## src/rtl/muldiv_unit.sv

```systemverilog
// Iterative RV32M multiply/divide unit: shift-add multiply and restoring divide,
// one bit per cycle, ending in a registered one-cycle write-back strobe.
module muldiv_unit #(
  parameter int unsigned XLEN = 32
) (
  input  logic            CLK,
  input  logic            CLR,
  input  logic            start,
  input  logic [2:0]      funct3,
  input  logic [XLEN-1:0] a,
  input  logic [XLEN-1:0] b,
  input  logic [4:0]      rd_in,
  output logic            busy,
  output logic            done,
  output logic [XLEN-1:0] result,
  output logic [4:0]      rd_out,
  output logic            wb_we
);
  localparam int unsigned CNT_W = $clog2(XLEN);
  localparam int unsigned RD_W  = 5;
  localparam logic [XLEN-1:0] INT_MIN = {1'b1, {(XLEN-1){1'b0}}};

  typedef enum logic [1:0] {IDLE, RUN, FIX, DONE} state_t;

  state_t state_q, state_d;

  logic [2:0]      op_q, op_d;
  logic            neg_q, neg_d;
  logic [XLEN-1:0] mb_q, mb_d;
  logic [XLEN-1:0] hi_q, hi_d;
  logic [XLEN-1:0] lo_q, lo_d;
  logic [CNT_W-1:0] cnt_q, cnt_d;
  logic [XLEN-1:0] result_q, result_d;
  logic [RD_W-1:0] rd_q, rd_d;
  logic            busy_q, busy_d;
  logic            done_q, done_d;
  logic            wb_we_q, wb_we_d;

  // Operand decode at the accept edge
  logic            is_rem, a_sgn, b_sgn, a_neg, b_neg;
  logic            div_zero, div_ovf, special;
  logic [XLEN-1:0] a_mag, b_mag, special_res;

  assign is_rem      = funct3[2] & funct3[1];
  assign a_sgn       = (funct3 == 3'b001) | (funct3 == 3'b010) |
                       (funct3 == 3'b100) | (funct3 == 3'b110);
  assign b_sgn       = (funct3 == 3'b001) | (funct3 == 3'b100) | (funct3 == 3'b110);
  assign a_neg       = a_sgn & a[XLEN-1];
  assign b_neg       = b_sgn & b[XLEN-1];
  assign a_mag       = a_neg ? -a : a;
  assign b_mag       = b_neg ? -b : b;
  assign div_zero    = funct3[2] & (b == '0);
  assign div_ovf     = funct3[2] & ~funct3[0] & (a == INT_MIN) & (b == '1);
  assign special     = div_zero | div_ovf;
  assign special_res = div_zero ? (is_rem ? a : '1) : (is_rem ? '0 : INT_MIN);

  // One iteration step: hi/lo hold product halves or remainder/quotient
  logic [XLEN:0] mul_sum, div_shift, div_trial;

  assign mul_sum   = {1'b0, hi_q} + (lo_q[0] ? {1'b0, mb_q} : '0);
  assign div_shift = {hi_q, lo_q[XLEN-1]};
  assign div_trial = div_shift - {1'b0, mb_q};

  // Sign correction and result selection
  logic [2*XLEN-1:0] prod, prod_fix;
  logic [XLEN-1:0]   div_sel, div_fix, fix_res;

  assign prod     = {hi_q, lo_q};
  assign prod_fix = neg_q ? -prod : prod;
  assign div_sel  = op_q[1] ? hi_q : lo_q;
  assign div_fix  = neg_q ? -div_sel : div_sel;
  assign fix_res  = op_q[2] ? div_fix :
                    (op_q[1:0] == 2'b00) ? prod_fix[XLEN-1:0] : prod_fix[2*XLEN-1:XLEN];

  always_ff @(posedge CLK or posedge CLR) begin
    if (CLR) state_q <= IDLE;
    else     state_q <= state_d;
  end

  always_comb begin
    state_d = state_q;
    unique case (state_q)
      IDLE, DONE: state_d = start ? (special ? DONE : RUN) : IDLE;
      RUN:        if (cnt_q == CNT_W'(XLEN-1)) state_d = FIX;
      FIX:        state_d = DONE;
      default:    state_d = IDLE;
    endcase
  end

  always_comb begin
    op_d     = op_q;
    neg_d    = neg_q;
    mb_d     = mb_q;
    hi_d     = hi_q;
    lo_d     = lo_q;
    cnt_d    = cnt_q;
    result_d = result_q;
    rd_d     = rd_q;
    unique case (state_q)
      IDLE, DONE: begin
        if (start) begin
          op_d  = funct3;
          neg_d = is_rem ? a_neg : (a_neg ^ b_neg);
          mb_d  = b_mag;
          hi_d  = '0;
          lo_d  = a_mag;
          cnt_d = '0;
          rd_d  = rd_in;
          if (special) result_d = special_res;
        end
      end
      RUN: begin
        cnt_d = cnt_q + CNT_W'(1);
        if (op_q[2]) begin
          // Restoring divide: keep the trial remainder only when it did not go negative
          if (!div_trial[XLEN]) begin
            hi_d = div_trial[XLEN-1:0];
            lo_d = {lo_q[XLEN-2:0], 1'b1};
          end else begin
            hi_d = div_shift[XLEN-1:0];
            lo_d = {lo_q[XLEN-2:0], 1'b0};
          end
        end else begin
          hi_d = mul_sum[XLEN:1];
          lo_d = {mul_sum[0], lo_q[XLEN-1:1]};
        end
      end
      FIX:     result_d = fix_res;
      default: ;
    endcase
    busy_d  = (state_d == RUN) | (state_d == FIX);
    done_d  = (state_d == DONE);
    wb_we_d = done_d & (rd_d != '0);
  end

  always_ff @(posedge CLK or posedge CLR) begin
    if (CLR) begin
      op_q     <= '0;
      neg_q    <= 1'b0;
      mb_q     <= '0;
      hi_q     <= '0;
      lo_q     <= '0;
      cnt_q    <= '0;
      result_q <= '0;
      rd_q     <= '0;
      busy_q   <= 1'b0;
      done_q   <= 1'b0;
      wb_we_q  <= 1'b0;
    end else begin
      op_q     <= op_d;
      neg_q    <= neg_d;
      mb_q     <= mb_d;
      hi_q     <= hi_d;
      lo_q     <= lo_d;
      cnt_q    <= cnt_d;
      result_q <= result_d;
      rd_q     <= rd_d;
      busy_q   <= busy_d;
      done_q   <= done_d;
      wb_we_q  <= wb_we_d;
    end
  end

  assign busy   = busy_q;
  assign done   = done_q;
  assign result = result_q;
  assign rd_out = rd_q;
  assign wb_we  = wb_we_q;

endmodule
```

## config.mk

```make
export PLATFORM = sky130hd
export DESIGN_NAME = muldiv_unit
export DESIGN_NICKNAME = d
export VERILOG_FILES = /design/src/rtl/muldiv_unit.sv
export SDC_FILE = /design/constraint.sdc
export NUM_CORES = 1
export LEC_CHECK = 0
export ABC_CLOCK_PERIOD_IN_PS = 9600
export CAP_MARGIN = 15
export CORE_ASPECT_RATIO = 0.5
export CORE_MARGIN = 2
export CORE_UTILIZATION = 31
export CTS_BUF_LIST = sky130_fd_sc_hd__clkbuf_4
export DETAILED_ROUTE_END_ITERATION = 8
export GPL_ROUTABILITY_DRIVEN = 1
export GPL_TIMING_DRIVEN = 1
export PLACE_DENSITY = 0.56
export SLEW_MARGIN = 5
export SYNTH_ARGS = -nofsm -noshare
export SYNTH_HDL_FRONTEND = slang
export SYNTH_SLANG_ARGS = --single-unit
```

## constraint.sdc

```tcl
create_clock -name CLK -period 9.6 [get_ports CLK]
set_clock_uncertainty 0.1 [all_clocks]
set_input_delay 1.44 -clock CLK [delete_from_list [all_inputs] [get_ports CLK]]
set_output_delay 1.44 -clock CLK [all_outputs]
set_load 0.02 [all_outputs]
```

==> flow_metrics.tcl, run 1 <==
set metrics [dict create \
    worstHoldPathType "reg2reg" \
    p_clk_share_pct 7.7 \
    fp.dieW_um 317 \
    fp.coreArea_mm2 0.0484 \
    initial_core_util_pct 31.3 \
    worst_slack_ns 4.38 \
    synthFlopType "dfrtp_1" \
    first_iter_violations 1256 \
    cp-end-kind "flip-flop" \
    hold_viol_final 0 \
    cts.sinks 147 \
    async_flop_share_pct 100 \
    netlist-cell-type-count 71 \
    holdBufCountCts 0 \
    grt_pass1_vias 14100 \
    cts_tree "yes" \
    grt_max_degree 104 \
    final_util_pct 35.1 \
    worst_pin_slew_ns 1.21 \
    portBuffers 114 \
    ys_seq_elements 147 \
    via_count 14700 \
    cp-start-kind "input pin" \
    max_cap_viol_count 0 \
    nNetsFinal 2156 \
    grt_pass1_wl_um 83800 \
    dieArea_mm2 0.0509 \
    place_area_mm2 0.0167 \
    fin_setup_tns_ns 0 \
    power_frac_seq_pct 24.9 \
    viasPerCell 5.52 \
    path_max_fanout 60 \
    yosysWarnings 0 \
    period_minus_slack_ns 5.22 \
    antenna_found_initial 5 \
    grtUsageTotal_pct 21.2 \
    reg2reg_from "lo_q[31]$_DFFE_PP0P_" \
    dr.pass1.iters 5 \
    final_area_mm2 0.0170 \
    syn-num-nets 2155 \
    power_switching_share_pct 54.9 \
    row_count 57 \
    drc 0 \
    required_ns 10.06 \
    synth_area_per_cell_um2 7.57 \
    dp_hpwl_um 40100 \
    arrival_ns 5.68 \
    final_common_cell "o21ai_0" \
    slew_headroom_pct 19.4 \
    layout_common_cells "290 x o21ai_0, 252 x nand2_1, 144 x dfrtp_1, 129 x xnor2_1, 125 x nor2_1" \
    synth_area_mm2 0.0152 \
    synth_top_area_cell "dfrtp_1" \
    synth_edf_count 0 \
    syn_inst 2004 \
    yosys-top-cells-area "dfrtp_1 24%, o21ai_0 9.6%, xnor2_1 7.4%, nand2_1 6.3%, ha_1 6.1%" \
    h-tree-depth 4 \
    routedWlPerCell_um 20.1 \
    fmax_ghz 0.192 \
    r2r-end "hi_q[5]$_DFFE_PP0P_" \
    period_share_pct 54.3 \
    clkTransAtPathRegs_ns 0.17 \
    crit_type "in2reg" \
    setup_violations 0 \
    p_int_mw 2.52 \
    grt_overflow 0 \
    max-vdd-ir-drop_mv 0.217 \
    clk_latency_ns 0.66 \
    synth_top_cell_area_share_pct 24.2 \
    antenna_left 0 \
    wirelength_um 53800 \
    power.switching_mw 3.06 \
    rsz0062_at_grt "no" \
    cts_setup_buffers 0 \
    pwr-share-comb_pct 67.4 \
    syn2layout_area_growth_pct 12.0 \
    ys_seq_area_share_pct 24.2 \
    ff2ff_path_depth 14 \
    layout-drive-gt1-share_pct 5.20 \
    hold_slack_ns 0.397 \
    io_pins 115 \
    slew_violations 0 \
    clk_path_buf_depth 2 \
    min-delay-start "mb_q[16]$_DFFE_PP0P_" \
    rrSetupSlack_ns 4.77 \
    outcome "finished, final reports clean" \
    min_path_cells 2 \
    cts_buffers 17 \
    powerDensity_mw_per_mm2 328 \
    fp.dieH_um 160 \
    gp_congestion 0.915 \
    ctsResizeCount 0 \
    p_leak_nw 6.91 \
    root_buffer "clkbuf_4" \
    hold-path-endpoint "mb_q[16]$_DFFE_PP0P_" \
    place_ws_ns 3.77 \
]
## metrics by stage
step	total power, mW	std cells
after floorplan	4.04	2004
after global placement	5.08	2635
after detailed placement	5.12	2635
after CTS	5.56	2667
after global routing	6.07	2669
final	5.58	2670
## synth_stat cells (5+ instances only)
| master | count |
|---|---|
| nor3_1 | 48 |
| ha_1 | 74 |
| nand2_1 | 254 |
| a21oi_1 | 115 |
| nor2_1 | 128 |
| nand3_1 | 27 |
| nand3b_1 | 6 |
| inv_1 | 67 |
| nand4_1 | 22 |
| nor2b_1 | 11 |
| a221o_1 | 6 |
| mux2i_1 | 84 |
| a21o_1 | 39 |
| buf_1 | 16 |
| a211oi_1 | 12 |
| and2_1 | 10 |
| nor4_1 | 10 |
| o211ai_1 | 16 |
| buf_2 | 8 |
| clkbuf_1 | 123 |
| a21boi_0 | 5 |
| o21ai_0 | 291 |
| or4_1 | 10 |
| o41ai_1 | 13 |
| nor3b_1 | 5 |
| a31oi_1 | 18 |
| a22oi_1 | 17 |
| or2_2 | 8 |
| and3_1 | 20 |
| o221ai_1 | 12 |
| dfrtp_1 | 147 |
| nand2b_1 | 17 |
| xor2_1 | 67 |
| xnor2_1 | 129 |
| o31ai_1 | 47 |
| or3_1 | 19 |
| o21a_1 | 16 |
| mux2_2 | 18 |
## logic make-up after synthesis
logic type,after synthesis,synth area share (%)
xor+xnor,196,11.3
fa+ha+maj,76,6.36
buf+inv,217,5.58
flops,147,24.2
mux,102,6.88
compound gates,652,26.2
simple gates,614,19.5
## power groups by stage
stage	logic (mW)	registers [mW]	clock network [mW]
2_1_floorplan	2.92	1.13	0
4_1_cts	3.74	1.37	0.442
3_3_place_gp	3.70	1.38	0
6_report	3.76	1.39	0.430
5_1_grt	4.19	1.42	0.463
3_5_place_dp	3.73	1.38	0
## metal layers
metal / wire [um] / global-route usage, %
met1: 24600 / 28.9
met4: 1610 / 6.86
met5: 25 / 0
met2: 23800 / 33.3
met3: 3740 / 4.61
## cell type report
cell class,instances,area (um^2)
clock buffers,17,128
inverters,67,256
multi-input cells,1640,10700
well taps,649,812
flip-flops and latches,147,3680
clock inverters,15,146
fillers,5073,31400
diodes,3,7.51
repair buffers,132,1280
## flip-flops by register name, summed over array words and instances, names as in the netlist
name,cells
state_q,2
busy,1
hi_q,32
done,1
op_q,3
lo_q,32
neg_q,1
mb_q,32
result,32
cnt_q,5
wb_we,1
rd_out,5
## worst max-delay path, stage by stage
cell             delay [ns]
clkdlybuf4s50_1        0.46
or3_1                  0.42
nor3_1                 0.39
nand2b_1               0.20
nand3b_1               0.41
or4_1                  0.73
o211ai_1               0.35
nand2_2                0.66
a311oi_1               0.48
a21oi_1                0.12
## worst max path at each step
stage	slack [ns]	startpoint	end
3_5_place_dp	3.77	a[5]	result[21]$_DFFE_PP0P_
4_1_cts	4.50	a[5]	result[21]$_DFFE_PP0P_
5_1_grt	4.05	a[4]	result[21]$_DFFE_PP0P_
2_1_floorplan	4.11	CLR	busy$_DFF_PP0_
3_3_place_gp	3.93	a[4]	result[21]$_DFFE_PP0P_
6_report	4.38	a[4]	result[21]$_DFFE_PP0P_
No activity file was read; power rests on OpenSTA's default activity.
==> inputs of run 2 (changes only) <==
--- a/config.mk
+++ b/config.mk
@@ -5,7 +5,7 @@
 export SDC_FILE = /design/constraint.sdc
 export NUM_CORES = 1
 export LEC_CHECK = 0
-export ABC_CLOCK_PERIOD_IN_PS = 9600
+export ABC_CLOCK_PERIOD_IN_PS = 4700
 export CAP_MARGIN = 15
 export CORE_ASPECT_RATIO = 0.5
 export CORE_MARGIN = 2
@@ -14,7 +14,7 @@
 export DETAILED_ROUTE_END_ITERATION = 8
 export GPL_ROUTABILITY_DRIVEN = 1
 export GPL_TIMING_DRIVEN = 1
-export PLACE_DENSITY = 0.56
+export PLACE_DENSITY = 0.57
 export SLEW_MARGIN = 5
 export SYNTH_ARGS = -nofsm -noshare
 export SYNTH_HDL_FRONTEND = slang
==> constraint.sdc (replaced) <==
create_clock -name CLK -period 4.7 [get_ports CLK]
set_clock_uncertainty 0.1 [all_clocks]
set_input_delay 0.705 -clock CLK [delete_from_list [all_inputs] [get_ports CLK]]
set_output_delay 0.705 -clock CLK [all_outputs]
set_load 0.02 [all_outputs]
==> flow_metrics.tcl, run 2 (synthesis gave the netlist of run 1 again) <==
set metrics [dict create \
    routedWlPerCell_um 20.1 \
    slew_violations 0 \
    holdBufCountCts 0 \
    cts_buffers 17 \
    max_cap_viol_count 0 \
    initial_core_util_pct 31.3 \
    row_count 57 \
    grt_pass1_wl_um 83500 \
    gp_congestion 0.944 \
    cts.sinks 147 \
    fp.dieH_um 160 \
    worstHoldPathType "reg2reg" \
    root_buffer "clkbuf_4" \
    globalRouteMet2Util_pct 32.6 \
    path_max_fanout 22 \
    layout-drive-gt1-share_pct 6.22 \
    grt_max_degree 148 \
    drc 0 \
    nNetsFinal 2180 \
    grt_pass1_vias 14000 \
    worst_pin_slew_ns 1.09 \
    placed_cells_incl_taps 2659 \
    period_minus_slack_ns 3.91 \
    antenna_found_initial 6 \
    arrival_ns 4.36 \
    fp.coreArea_mm2 0.0484 \
    cts_setup_buffers 0 \
    ff2ff_path_depth 13 \
    powerDensity_mw_per_mm2 678 \
    p_leak_nw 7.07 \
    io_pins 115 \
    worst_slack_ns 0.789 \
    ctsResizeCount 0 \
    max-vdd-ir-drop_mv 0.448 \
    grt_overflow 0 \
    cp-end-kind "flip-flop" \
    outcome "finished, final reports clean" \
    antenna_left 0 \
    hold_viol_final 0 \
    h-tree-depth 4 \
    fp.dieW_um 317 \
    first_iter_violations 1465 \
    via_count 14900 \
    viasPerCell 5.53 \
    cts_tree "yes" \
    period_share_pct 83.2 \
    wirelength_um 54200 \
    fmax_ghz 0.256 \
    grtUsageTotal_pct 21.2 \
    place_ws_ns 0.346 \
    dr.pass1.iters 6 \
    rsz0062_at_grt "no" \
    dieArea_mm2 0.0509 \
    dp_hpwl_um 40700 \
    crit_type "reg2reg" \
    portBuffers 114 \
    final_common_cell "o21ai_0" \
    cp-start-kind "flip-flop" \
    grt-busiest-layer "met2" \
    clkTransAtPathRegs_ns 0.14 \
    fin_setup_tns_ns 0 \
    syn2layout_area_growth_pct 14.1 \
    required_ns 5.15 \
    layout_common_cells "290 x o21ai_0, 252 x nand2_1, 144 x dfrtp_1, 129 x xnor2_1, 125 x nor2_1" \
    grt.met1_usage_pct 29.0 \
    clk_latency_ns 0.66 \
    setup_violations 0 \
    min_path_cells 2 \
    clk_path_buf_depth 2 \
    met3_usage_pct 4.62 \
    slew_headroom_pct 27.1 \
    fin_cells 2696 \
]
[run 2: cell types whose count changed in the layout (fill, tap and decap cells not counted)]
| cell | change |
|---|---|
| buf_12 | +5 |
| buf_4 | +19 |
| bufinv_16 | +4 |
| clkbuf_4 | +1 |
| clkinv_1 | +2 |
| clkinv_2 | -1 |
| clkinv_4 | -2 |
| clkinvlp_4 | +3 |
| diode_2 | +2 |
| inv_6 | -5 |
| inv_8 | -2 |
[run 2: power by group]
| group | internal (mW) | switching [mW] | leakage (nW) |
|---|---|---|---|
| Clock | 0.480 | 0.554 | 0.178 |
| Sequential | 1.80 | 0.971 | 1.89 |
| Combinational | 3.20 | 4.74 | 5.00 |
[run 2: worst max-delay path, stage by stage (launching register included)]
cell,delay (ns)
dfrtp_1,0.52
inv_1,0.35
buf_4,0.32
nor2_1,0.07
ha_1,0.39
and4_1,0.25
nand2_1,0.06
a211oi_1,0.32
o31ai_1,0.13
buf_4,0.17
o21ai_0,0.35
a41oi_1,0.27
xnor2_1,0.19
a221o_1,0.33
[run 2: layer usage]
layer  up-vias  part of all wire (%)
met5         -                 0.050
met4         4                   3.7
li1       7246                     -
met3        80                   7.3
met1      7095                    45
met2       487                    44
[run 2: stage by stage]
stage	area [um^2]	power [mW]	hold WS, ns	utilization, %
floorplan	15200	8.26	0.350	-
global route	17300	12.7	0.415	35.8
detailed placement	17000	10.6	0.371	35.0
global placement	17000	10.6	0.362	35.0
CTS	17300	11.7	0.401	35.7
finish	17300	11.7	0.394	35.8
[run 2: final timing paths]
kind	startpoint	slack, ns	end
min in group asynchronous	CLR	0.42	mb_q[5]$_DFFE_PP0P_
worst max register to register	lo_q[0]$_DFFE_PP0P_	0.79	hi_q[27]$_DFFE_PP0P_
worst max-delay path	lo_q[0]$_DFFE_PP0P_	0.79	hi_q[27]$_DFFE_PP0P_
max in group asynchronous	CLR	3.23	op_q[2]$_DFFE_PP0P_
worst min register to register	mb_q[14]$_DFFE_PP0P_	0.39	mb_q[14]$_DFFE_PP0P_
worst min-delay path	mb_q[14]$_DFFE_PP0P_	0.39	mb_q[14]$_DFFE_PP0P_
[run 2: final cells by class]
cell class	count	area, um^2
fillers	5066	31100
multi-input cells	1640	10700
flip-flops and latches	147	3680
repair buffers	156	1520
well taps	649	812
inverters	67	255
clock inverters	14	209
clock buffers	18	135
diodes	5	12.5
